`src/rtl/predictor_pkg.sv`:
```
// Shared types and defaults for the branch predictor driver.
package predictor_pkg;

  localparam int unsigned CntW = 16;

  typedef enum logic [1:0] {
    StIdle,
    StReq,
    StWait,
    StResolve
  } drv_state_t;

endpackage

```
`src/rtl/sat_stat_counter.sv`:
```
// Saturating up-counter with synchronous clear; clear beats increment.
module sat_stat_counter #(
  parameter int unsigned Width = 16
) (
  input  logic             clk,
  input  logic             rst,
  input  logic             inc,
  input  logic             clr,
  output logic [Width-1:0] q
);

  logic [Width-1:0] q_q, q_d;

  always_comb begin
    q_d = q_q;
    if (clr) begin
      q_d = '0;
    end else if (inc && (q_q != '1)) begin
      q_d = q_q + Width'(1);
    end
  end

  always_ff @(posedge clk) begin
    if (rst) begin
      q_q <= '0;
    end else begin
      q_q <= q_d;
    end
  end

  assign q = q_q;

endmodule

```
`src/rtl/predictor_driver.sv`:
```
// Front end that feeds resolved branches to a 2-bit predictor, trains it,
// and keeps saturating hit/miss statistics.
module predictor_driver
  import predictor_pkg::*;
#(
  parameter int unsigned CNT_W = CntW
) (
  input  logic             clk,
  input  logic             rst,
  input  logic             outcome_valid,
  input  logic             outcome_taken,
  output logic             outcome_ready,
  output logic             request,
  input  logic             prediction,
  output logic             result,
  output logic             taken,
  input  logic             stats_clear,
  output logic             done,
  output logic             last_pred,
  output logic             last_correct,
  output logic [CNT_W-1:0] hits,
  output logic [CNT_W-1:0] misses
);

  drv_state_t state_q, state_d;
  logic dir_q, dir_d;
  logic pred_q;
  logic ready_q, request_q, result_q, taken_q, done_q;
  logic last_pred_q, last_correct_q;
  logic resolve, correct;

  always_comb begin
    state_d = state_q;
    dir_d   = dir_q;
    unique case (state_q)
      StIdle: begin
        if (outcome_valid) begin
          state_d = StReq;
          dir_d   = outcome_taken;
        end
      end
      StReq:     state_d = StWait;
      StWait:    state_d = StResolve;
      StResolve: state_d = StIdle;
      default:   state_d = StIdle;
    endcase
  end

  assign resolve = (state_q == StResolve);
  assign correct = (pred_q == dir_q);

  // Strobes are decoded from the next state so every output is a flop.
  always_ff @(posedge clk) begin
    if (rst) begin
      state_q        <= StIdle;
      dir_q          <= 1'b0;
      pred_q         <= 1'b0;
      ready_q        <= 1'b1;
      request_q      <= 1'b0;
      result_q       <= 1'b0;
      taken_q        <= 1'b0;
      done_q         <= 1'b0;
      last_pred_q    <= 1'b0;
      last_correct_q <= 1'b0;
    end else begin
      state_q   <= state_d;
      dir_q     <= dir_d;
      ready_q   <= (state_d == StIdle);
      request_q <= (state_d == StReq);
      result_q  <= (state_d == StResolve);
      taken_q   <= (state_d == StResolve) & dir_d;
      done_q    <= resolve;
      if (state_q == StWait) begin
        pred_q <= prediction;
      end
      if (resolve) begin
        last_pred_q    <= pred_q;
        last_correct_q <= correct;
      end
    end
  end

  sat_stat_counter #(
    .Width (CNT_W)
  ) u_hits (
    .clk (clk),
    .rst (rst),
    .inc (resolve & correct),
    .clr (stats_clear),
    .q   (hits)
  );

  sat_stat_counter #(
    .Width (CNT_W)
  ) u_misses (
    .clk (clk),
    .rst (rst),
    .inc (resolve & ~correct),
    .clr (stats_clear),
    .q   (misses)
  );

  assign outcome_ready = ready_q;
  assign request       = request_q;
  assign result        = result_q;
  assign taken         = taken_q;
  assign done          = done_q;
  assign last_pred     = last_pred_q;
  assign last_correct  = last_correct_q;

endmodule

```
`config.mk`:
```
export PLATFORM = sky130hd
export DESIGN_NAME = predictor_driver
export DESIGN_NICKNAME = d
export VERILOG_FILES = /design/src/rtl/predictor_pkg.sv /design/src/rtl/sat_stat_counter.sv /design/src/rtl/predictor_driver.sv
export SDC_FILE = /design/constraint.sdc
export NUM_CORES = 1
export LEC_CHECK = 0
export CAP_MARGIN = 30
export CORE_ASPECT_RATIO = 1.75
export CORE_MARGIN = 3
export CORE_UTILIZATION = 30
export CTS_BUF_LIST = sky130_fd_sc_hd__clkbuf_8
export CTS_CLUSTER_SIZE = 14
export DETAILED_ROUTE_END_ITERATION = 7
export GPL_ROUTABILITY_DRIVEN = 0
export HOLD_SLACK_MARGIN = 0.03
export SETUP_SLACK_MARGIN = 0.02
export SLEW_MARGIN = 40
export SYNTH_ARGS = -nofsm -noshare
export SYNTH_HDL_FRONTEND = slang
export SYNTH_HIERARCHICAL = 1
export SYNTH_SLANG_ARGS = --single-unit
```
`constraint.sdc`:
```
create_clock -name clk -period 3.1 [get_ports clk]
set_input_delay 0.31 -clock clk [delete_from_list [all_inputs] [get_ports clk]]
set_output_delay 0.31 -clock clk [all_outputs]
set_load 0.01 [all_outputs]
```
==> impl_metrics.ini <==
[power]
p_comb_frac = 0.174
internal-power_w = 0.000936
p_sw_w = 0.000326
power.total_w = 0.00126
irDropWorstVdd_mv = 0.215
swShare = 0.258
power_frac_clock = 0.339
seqPwrFrac = 0.487
powerDensity_nw_per_um2 = 441
power.leakage_nw = 0.998

[setup_path]
crit_family = simple AND/OR/NAND/NOR gates
cp.arrival_ps = 2280
worstReg2RegStart = state_q[0]
worst-r2r-cell-count = 7
max_stage_delay_ps = 420
critPathMaxFanout = 6
r2r-end = u_hits/q[9]
path_cells = ha_1 > inv_1 > nor2_1 > and3_1 > nand3_1 > a211oi_1 > mux2i_1
critPathBufInv = 1
endpoint_kind = register
cp-start-kind = register
reg2reg_slack_ps = 1050
critPathSlowestCell = dfxtp_1
critPathKind = reg2reg
cp.required_ps = 3340

[min_path]
hp-start = u_misses/q[11]
min_to = u_misses/q[11]
hp-class = reg2reg
hold_depth = 2

[drt]
routed_wirelength_um = 5240
ant_nets = 0
drtIter0Drc = 65
vias_per_cell = 5.28
dr_total_vias = 1974
wl_per_cell_um = 14.0
drt-pass1-iter-count = 4
drc = 0

[flow_run]
maxCapViolCount = 0

[logic_synthesis]
synth_seq_cells = 43
synth_top_family_by_area = simple AND/OR/NAND/NOR gates
synth-compound-area-share = 0.177
synth-xor-area-share = 0.00381
synth_mux_area_frac = 0.0610
synth_warnings = 6
synthDistinctLibCells = 44
syn_avg_cell_area_um2 = 9.31
syn_nets = 260
synth_adder_area_share = 0.0381
yosysSeqAreaShare = 0.375
synth_area_um2 = 2300
synthCells = 247
synthSimpleGateAreaFrac = 0.295

[clock_network]
cts_max_level = 2
post_cts_resized = 0
root_buffer = clkbuf_8
clk_pin_slew_ps = 80
clkLatencyLatePin_ps = 300
hold_buffers = 0
cts_sinks = 43
cts_setup_buffers = 0
tritoncts = done
numCtsBuffers = 5
cts_buffer_depth = 2

[place]
io_buffers = 44
place_ws_ps = 1030
hpwl_um = 3960

[sta]
max_freq_mhz = 489
fin_crit_sh = 0.660
fin_skew_ps = 6.16
setup_slack_ps = 1050
worstMarginPinSlew_ps = 740
hold_ws_ps = 509
setup_viol = 0
period_needed_ps = 2050
drv_slew = 0
slew_headroom = 0.505
final.setup.tns_ps = 0
hold_violations = 0
rsz0062_at_grt = false

[floorplanning]
core_um2 = 7340
start_util = 0.313
rows = 41
fp.dieH_um = 122
io_pins = 45
die-width_um = 72.2
dieArea_um2 = 8790

[finish]
nets = 301
fillers = 740
layout_commonest_cell = clkdlybuf4s50_1
area_growth_pct = 24.4
layout.cells.most_common_list = clkdlybuf4s50_1 (44), dfxtp_1 (43), nand2_1 (26)
drive_gt1_frac = 0.122
regArea_um2 = 861
multiInputGateArea_um2 = 1320
antennaDiodeCount = 0

[global_route]
grt_pass1_wl_um = 8580
grt_overflow_total = 0
grt_pass1_vias = 1866
track_usage = 0.124
antenna_found_initial = 0
grt_max_degree = 15

[status]
status = completed
==> state kept, by name, indices dropped and copies added, names as in the netlist <==
name and count:
last_correct 1, last_pred 1, dir_q 1, outcome_ready 1
state_q 2, u_misses/q 16, result 1, pred_q 1
u_hits/q 16, taken 1, request 1, done 1
==> metal layers <==
layer  vias up  share of wire  global-route usage
met3         5          0.031              0.0273
met4         0          0.020              0.0600
met1       931           0.42               0.129
li1       1011              -                   -
met5         -              0                   0
met2        27           0.53               0.226
==> logic make-up (layout without fill, tap and decap cells) <==
| family | count (synthesis) | count (layout) |
|---|---|---|
| and+or+nand+nor | 108 | 108 |
| AOI/OAI and AO/OA | 58 | 58 |
| DFF | 43 | 43 |
| buffers and inverters | 16 | 57 |
| muxes | 14 | 14 |
| adders and majority gates | 7 | 7 |
| xor gates and xnor gates | 1 | 1 |
==> cells in the mapped netlist, drive strengths merged <==
library cell,instances,area [um^2]
o21ai,12,60.1
a21boi,3,22.5
buf,9,78.8
inv,5,18.8
nand3,11,55.1
dlygate4sd1,2,17.5
and2b,3,26.3
a311oi,2,17.5
a41o,2,20.0
or3b,1,8.76
nor2,8,30.0
a21oi,13,65.1
a211oi,8,70.1
or3,15,101
nor3,8,62.6
o31ai,1,7.51
o2111ai,2,17.5
xor2,1,8.76
a21bo,1,10.0
ha,7,87.6
o2111a,2,22.5
or2,2,12.5
nor3b,1,7.51
nand2,26,97.6
mux2i,14,140
a31oi,8,50.1
nor4,1,6.26
a2111o,4,45.0
nor4b,1,8.76
and2,9,61.3
nand4,8,80.1
and3,12,97.6
dfxtp,43,861
and4,2,22.5
==> area by class of cell <==
class / instances / area share
well taps: 86 / 0.0376
clock inverters: 2 / 0.0118
multi-input cells: 188 / 0.462
flip-flops and latches: 43 / 0.301
inverters: 5 / 0.00656
repair buffers: 45 / 0.157
clock buffers: 5 / 0.0241
==> per-stage QoR <==
stage	instance area (um^2)	util	instances
floorplan	2300	-	247
global placement	2760	0.376	367
detailed placement	2760	0.376	367
CTS	2860	0.390	374
global route	2860	0.390	374
finish	2860	0.390	374
==> worst min-delay path: cells and delay by family (launching register included) <==
kind / cells / cell delay (ps)
and+or+nand+nor: 1 / 60
DFF: 1 / 350
muxes: 1 / 50
==> worst max path at each step <==
stage	startpoint	endpoint	slack, ps	cells past startpoint
6_report	state_q[0]	u_hits/q[9]	1050	7
5_1_grt	state_q[0]	u_hits/q[9]	840	7
4_1_cts	state_q[0]	u_hits/q[9]	1020	7
3_5_place_dp	state_q[0]	u_hits/q[9]	1030	7
3_3_place_gp	state_q[0]	u_hits/q[9]	1110	7
2_1_floorplan	state_q[0]	u_hits/q[12]	1390	8
==> power groups by stage <==
stage / clock [W] / combinational, W / sequential [W]
2_1_floorplan: 0 / 0.000136 / 0.000634
3_3_place_gp: 0 / 0.000221 / 0.000627
3_5_place_dp: 0 / 0.000224 / 0.000628
4_1_cts: 0.000442 / 0.000225 / 0.000615
5_1_grt: 0.000463 / 0.000250 / 0.000618
6_report: 0.000428 / 0.000220 / 0.000614
Note: power is estimated with default switching activity, not from simulation.
